[src/rtl/nn_para_pkg.sv]
// Shared word, vector and state definitions for the NN parallel host sequencer.
package nn_para_pkg;

    localparam int unsigned inte_width = 2;
    localparam int unsigned sign_bit   = 1;
    localparam int unsigned frac_width = 5;
    localparam int unsigned W          = inte_width + sign_bit + frac_width;
    localparam int unsigned N          = 4;
    localparam int unsigned unit_num   = 3;

    typedef logic signed [W-1:0] word_t;
    typedef word_t [N-1:0]        vec_t;
    typedef word_t [unit_num-1:0] res_t;

    typedef logic [1:0] state_t;
    localparam state_t LOAD  = 2'd0;
    localparam state_t START = 2'd1;
    localparam state_t WAIT  = 2'd2;
    localparam state_t DRAIN = 2'd3;

endpackage

[src/rtl/nn_result_ser.sv]
// Captures the NN core result vector on a load strobe and streams it out
// word by word with valid/ready/last, pulsing done on the last handshake.
module nn_result_ser
    import nn_para_pkg::*;
(
    input  logic                      clk,
    input  logic                      rst_n,
    input  logic                      load,
    input  logic [unit_num*W-1:0]     res,
    input  logic                      ready,
    output logic                      valid,
    output logic signed [W-1:0]       data,
    output logic                      last,
    output logic                      done
);

    localparam int unsigned IW = $clog2(unit_num);

    res_t          res_q;
    logic [IW-1:0] idx_q;
    logic          valid_q;
    logic          is_last;

    assign is_last = (idx_q == IW'(unit_num - 1));

    // Capture on load, then advance one word per accepted handshake.
    always_ff @(posedge clk) begin
        if (!rst_n) begin
            res_q   <= '0;
            idx_q   <= '0;
            valid_q <= 1'b0;
        end else if (load) begin
            res_q   <= res;
            idx_q   <= '0;
            valid_q <= 1'b1;
        end else if (valid_q && ready) begin
            if (is_last) begin
                valid_q <= 1'b0;
                idx_q   <= '0;
            end else begin
                idx_q <= idx_q + 1'b1;
            end
        end
    end

    // Outputs are forced to zero while idle so stale results never leak out.
    always_comb begin
        valid = valid_q;
        data  = valid_q ? res_q[idx_q] : '0;
        last  = valid_q && is_last;
        done  = valid_q && ready && is_last;
    end

endmodule

[src/rtl/nn_para_host_seq.sv]
// Host-side sequencer for the parallel NN core: assembles x1/b1 from a serial
// word stream, pulses nn_start, waits for nn_done (with timeout), then drains
// the captured result vector as a serial stream.
module nn_para_host_seq
    import nn_para_pkg::*;
#(
    parameter int unsigned TIMEOUT = 1024
) (
    input  logic                      clk,
    input  logic                      rst_n,
    input  logic                      in_valid,
    input  logic signed [W-1:0]       in_data,
    output logic                      in_ready,
    output logic signed [N*W-1:0]     x1,
    output logic signed [W-1:0]       b1,
    output logic                      nn_start,
    input  logic                      nn_done,
    input  logic [unit_num*W-1:0]     nn_result,
    output logic                      out_valid,
    output logic signed [W-1:0]       out_data,
    output logic                      out_last,
    input  logic                      out_ready,
    output logic                      busy,
    output logic                      timeout_err
);

    localparam int unsigned CW = $clog2(N + 1);
    localparam int unsigned TW = $clog2(TIMEOUT);

    state_t        state_q;
    logic [CW-1:0] cnt_q;
    vec_t          x1_q;
    word_t         b1_q;
    logic [TW-1:0] timer_q;
    logic          timeout_err_q;
    logic          accept;
    logic          res_load;
    logic          ser_done;

    assign accept   = in_valid && (state_q == LOAD);
    // nn_done only matters while waiting; elsewhere it is ignored.
    assign res_load = (state_q == WAIT) && nn_done;

    // Main sequencing FSM with input assembly and WAIT timer.
    always_ff @(posedge clk) begin
        if (!rst_n) begin
            state_q       <= LOAD;
            cnt_q         <= '0;
            x1_q          <= '0;
            b1_q          <= '0;
            timer_q       <= '0;
            timeout_err_q <= 1'b0;
        end else begin
            case (state_q)
                LOAD: begin
                    if (accept) begin
                        if (cnt_q == '0) timeout_err_q <= 1'b0;
                        if (cnt_q == CW'(N)) begin
                            b1_q    <= in_data;
                            cnt_q   <= '0;
                            state_q <= START;
                        end else begin
                            for (int i = 0; i < int'(N); i++) begin
                                if (cnt_q == CW'(i)) x1_q[i] <= in_data;
                            end
                            cnt_q <= cnt_q + 1'b1;
                        end
                    end
                end
                START: begin
                    timer_q <= '0;
                    state_q <= WAIT;
                end
                WAIT: begin
                    if (nn_done) begin
                        timer_q <= '0;
                        state_q <= DRAIN;
                    end else if (timer_q == TW'(TIMEOUT - 1)) begin
                        timer_q       <= '0;
                        timeout_err_q <= 1'b1;
                        state_q       <= LOAD;
                    end else begin
                        timer_q <= timer_q + 1'b1;
                    end
                end
                DRAIN: begin
                    if (ser_done) state_q <= LOAD;
                end
                default: state_q <= LOAD;
            endcase
        end
    end

    // Registered-state decodes driving the host-side outputs.
    always_comb begin
        in_ready    = (state_q == LOAD);
        nn_start    = (state_q == START);
        busy        = (state_q != LOAD) || (cnt_q != '0);
        timeout_err = timeout_err_q;
        x1          = x1_q;
        b1          = b1_q;
    end

    nn_result_ser u_ser (
        .clk   (clk),
        .rst_n (rst_n),
        .load  (res_load),
        .res   (nn_result),
        .ready (out_ready),
        .valid (out_valid),
        .data  (out_data),
        .last  (out_last),
        .done  (ser_done)
    );

endmodule

[config.mk]
export PLATFORM = sky130hd
export DESIGN_NAME = nn_para_host_seq
export DESIGN_NICKNAME = d
export VERILOG_FILES = /design/src/rtl/nn_para_pkg.sv /design/src/rtl/nn_result_ser.sv /design/src/rtl/nn_para_host_seq.sv
export SDC_FILE = /design/constraint.sdc
export NUM_CORES = 1
export LEC_CHECK = 0
export ABC_AREA = 1
export BUFFER_PORTS_ARGS = -buffer_cell sky130_fd_sc_hd__buf_4
export CAP_MARGIN = 10
export CORE_UTILIZATION = 57
export DETAILED_ROUTE_END_ITERATION = 7
export GPL_TIMING_DRIVEN = 0
export PLACE_DENSITY = 0.85
export SYNTH_ARGS = -nofsm -noshare
export SYNTH_HDL_FRONTEND = slang
export SYNTH_SLANG_ARGS = --single-unit
[constraint.sdc]
create_clock -name clk -period 2.2 [get_ports clk]
set_input_delay 0.11 -clock clk [delete_from_list [all_inputs] [get_ports clk]]
set_output_delay 0.11 -clock clk [all_outputs]
set_load 0.02 [all_outputs]
==> qor.log <==
qor: status.result_of_the_run completed
qor: timing.timing_hold_violations_final 0
qor: clock_tree.tritoncts done
qor: timing.min_period_over_period 0.8629
qor: critical_path.worst-path-max-fanout 9
qor: routing.drt_iter0_drc 193
qor: finish.final-instance-count-excl-fill 672
qor: logic_synthesis.ys_seq_elements 83
qor: die.die_width 80.89 µm
qor: die.core_region_area 5956 µm²
qor: min_path.worstHoldEndpoint u_ser.res_q[22]$_SDFFE_PN0P_
qor: die.die_outline_area 6542 µm²
qor: clock_tree.postCtsResizedCells 0
qor: die.floorplan.io_pins 91
qor: place.portBuffers 90
qor: critical_path.reg2regPathDepth 9
qor: critical_path.crit_path_end_kind primary output
qor: min_path.min-delay-start nn_result[22]
qor: critical_path.cpMostUsedCell sky130_fd_sc_hd__nand2_1
qor: logic_synthesis.count_of_unique_library_cells_instantiated_by_yosys 29
qor: logic_synthesis.yosysMostFrequentCell sky130_fd_sc_hd__nor2_1
qor: logic_synthesis.synth_largest_area_cell sky130_fd_sc_hd__dfxtp_1
qor: global_route.combined_global_route_utilization_of_all_metal_layers 0.2992
qor: routing.avgRoutedWirePerCell 13.91 µm
qor: timing.setup_viol_count_final 0
qor: critical_path.worstSetupStartpointType flip-flop
qor: clock_tree.clock_tree.buffer_depth 2
qor: pwr.pwr_density_cell 833.6 nW/µm²
qor: min_path.cell_depth_of_the_worst_hold_path 3
qor: clock_tree.post_cts.repair.setup_buffers 0
qor: finish.layout-drive-gt1-share 0.2312
qor: critical_path.timing.critical_path.slowest_cell_delay 0.46 ns
qor: pwr.net-switching-power 1142 µW
qor: logic_synthesis.synth_simple_gate_area_frac 0.3051
qor: finish.fill_cells 449
qor: finish.antenna_cells 0
qor: critical_path.critical-path-slowest-cell sky130_fd_sc_hd__dfxtp_1
qor: place.dpl_cell_area 4317 µm²
qor: logic_synthesis.synth-edff-count 0
qor: clock_tree.clock_tree.htree_level_count 3
qor: global_route.antenna_found_initial 0
qor: global_route.total_overflow_reported_by_the_global_router 0
qor: routing.dr_vias_cell 5.315
qor: clock_tree.path_clk_slew 0.08 ns
qor: routing.routed_wirelength 9.347 mm
qor: clock_tree.clk_latency 0.36 ns
qor: routing.firstDrtPassIters 5
qor: timing.slew-limit-headroom 0.6974
qor: logic_synthesis.ys_top_cells_by_area sky130_fd_sc_hd__dfxtp_1 47%, sky130_fd_sc_hd__nor2_1 16%, sky130_fd_sc_hd__o21ai_0 10%
qor: run.count_of_maximum_capacitance_violations 0
qor: timing.fmax 526.8 MHz
qor: finish.synthToLayoutAreaGrowth 29.31%
qor: critical_path.crit_type flip-flop to primary output
qor: critical_path.timing.critical_path.arrival 1.79 ns
qor: die.num_rows 28
qor: finish.final_design_area_no_fill 4587 µm²
qor: pwr.cellInternalPower 2682 µW
qor: clock_tree.cts-root-buf sky130_fd_sc_hd__clkbuf_8
qor: logic_synthesis.post_synthesis_sequential_area_ratio 0.4684
qor: critical_path.critical_register_to_register_path_endpoint x1[0]$_SDFFE_PN0P_
qor: logic_synthesis.synth_top_family_by_area simple AND/OR/NAND/NOR gates
qor: critical_path.reg2reg_from state_q[0]$_SDFFE_PN0P_
qor: critical_path.worst-r2r-setup-slack 0.45 ns
qor: critical_path.worst_ep_required 2.09 ns
qor: pwr.seq_power_share 0.440
qor: clock_tree.numClockSinks 83
qor: clock_tree.cts-hold-fix-buffers 3
qor: routing.detail-route-antenna-nets 0
qor: critical_path.worstPathCellList inv_1, nand2_1, clkinv_1, nand2_1, nand3_1, nand2_1, inv_1, buf_4
qor: timing.finalWorstPathRequiredPeriod 1.898 ns
qor: logic_synthesis.yosys-mux-area-fraction 0
qor: timing.tightest_slew 0.4539 ns
qor: logic_synthesis.synth_top_cells_by_count 154 x sky130_fd_sc_hd__nor2_1, 83 x sky130_fd_sc_hd__dfxtp_1, 73 x sky130_fd_sc_hd__o21ai_0
qor: clock_tree.cts-buffers-inserted 9
qor: timing.final-max-slew-violation-count 0
qor: logic_synthesis.syn-num-nets 536
qor: global_route.grt_first_pass_wirelength 14.80 mm
qor: logic_synthesis.synth_compound_area_frac 0.1252
qor: logic_synthesis.synthArstFlopShare 0
qor: die.die-height 80.89 µm
qor: timing.tns 0 ns
qor: pwr.leakage 0.002070 µW
qor: logic_synthesis.synth_fa_ha_area_frac 0.03880
qor: logic_synthesis.post_synth.cell_area_avg 7.269 µm²
qor: place.dp_hpwl 6.825 mm
qor: logic_synthesis.xor_and_xnor_fraction_of_the_mapped_netlist_area 0.002469
qor: logic_synthesis.synth-main-ff-cell sky130_fd_sc_hd__dfxtp_1
qor: place.placedCellCount 653
qor: logic_synthesis.mappedNetlistArea 3547 µm²
qor: timing.layout_skew 0.008965 ns
qor: timing.rsz0062_at_grt no
qor: finish.finish.net_count 640
qor: logic_synthesis.yosys.area.top_type_share 0.4684
qor: pwr.power_switching_share 0.2987
qor: pwr.power.share.clock 0.349
qor: global_route.grt_max_degree 15
qor: pwr.vdd_drop_max 0.0005629 V
qor: logic_synthesis.syn_inst 488
qor: finish.finish.utilization 0.7702
qor: place.gp_congestion 0.8560
qor: routing.drc 0
qor: routing.via_count 3572
qor: die.starting_density_of_the_core 0.5956
qor: logic_synthesis.synthesis.yosys.warnings 0
qor: min_path.timing.hold.worst.class primary input to flip-flop
qor: global_route.first_global_vias 3350
qor: pwr.combinationalPowerShare 0.211
layout make-up:
class / instances / area (µm²) / share of cell area
Multi-Input combinational cell: 354 / 1673 / 0.3647
Sequential cell: 83 / 1662 / 0.3622
Timing Repair Buffer: 93 / 705.7 / 0.1538
Inverter: 36 / 141.4 / 0.03082
Clock buffer: 10 / 127.6 / 0.02782
Clock inverter: 6 / 112.6 / 0.02455
Tap cell: 75 / 93.84 / 0.02046
Buffer: 15 / 71.32 / 0.01555
cells in the final DEF, fill, tap and decap left out, drive strengths merged, types with 9 or more instances in the layout:
master / synthesis / layout
a21oi: 9 / 9
inv: 33 / 34
dfxtp: 83 / 83
o21ai: 73 / 73
nand2: 74 / 74
buf: 5 / 95
clkbuf: 10 / 20
nand3: 18 / 18
nor2: 159 / 159
ha: 11 / 11
per-stage QoR:
| stage | hold WS, ns | total power (µW) | worst slack [ns] |
|---|---|---|---|
| CTS | 0.0003050 | 3819 | 0.3160 |
| global route | 0.02162 | 3989 | 0.1879 |
| finish | 0.007209 | 3823 | 0.3017 |
| global placement | 0.3616 | 2469 | 0.5325 |
| detailed placement | 0.3723 | 2506 | 0.4811 |
| floorplan | 0.2449 | 2196 | 0.6370 |
power by group through the flow:
stage | sequential [µW] | combinational [µW] | clock (µW)
6_report | 1680 | 808 | 1330
5_1_grt | 1690 | 894 | 1400
4_1_cts | 1680 | 805 | 1330
3_5_place_dp | 1710 | 793 | 0
3_3_place_gp | 1710 | 762 | 0
2_1_floorplan | 1790 | 408 | 0
registers in the layout, indices dropped and copies added, names as in the netlist:
register     cells
timeout_err      1
b1               8
cnt_q            3
timer_q         10
state_q          2
u_ser.res_q     24
u_ser.idx_q      2
x1              32
u_ser.valid      1
worst max-delay path: cells and delay by family (launching register included):
family                 cells  cell delay, ns
AND/OR/NAND/NOR            4            0.42
buffers and inverters      4            0.55
flip-flops                 1            0.46
cells by family after synthesis:
| family | Yosys count |
|---|---|
| flip-flops | 83 |
| adder cells (fa/ha/maj) | 11 |
| AND/OR/NAND/NOR | 256 |
| XOR/XNOR | 1 |
| AO/OA/AOI/OAI | 86 |
| buffers and inverters | 51 |
layer usage:
metal | vias to the layer above | GRT usage | routed length, µm
met5 | - | 0 | 0
met4 | 0 | 0.1804 | 268
met3 | 26 | 0.04382 | 597
met2 | 140 | 0.5017 | 4582
met1 | 1653 | 0.3613 | 3899
li1 | 1753 | - | -
worst max path at each step:
stage                                      from            endpoint  slack (ns)  cells past startpoint
floorplan               state_q[0]$_SDFFE_PN0P_  x1[0]$_SDFFE_PN0P_        0.64                      9
global placement        state_q[0]$_SDFFE_PN0P_  x1[6]$_SDFFE_PN0P_        0.53                      9
detailed placement      state_q[0]$_SDFFE_PN0P_  x1[5]$_SDFFE_PN0P_        0.48                      9
CTS                 u_ser.idx_q[0]$_SDFFE_PP0N_         out_data[0]        0.32                      8
global route        u_ser.idx_q[0]$_SDFFE_PP0N_         out_data[0]        0.19                      8
finish              u_ser.idx_q[0]$_SDFFE_PP0N_         out_data[0]        0.30                      8
(Power assumes the default switching activity.)
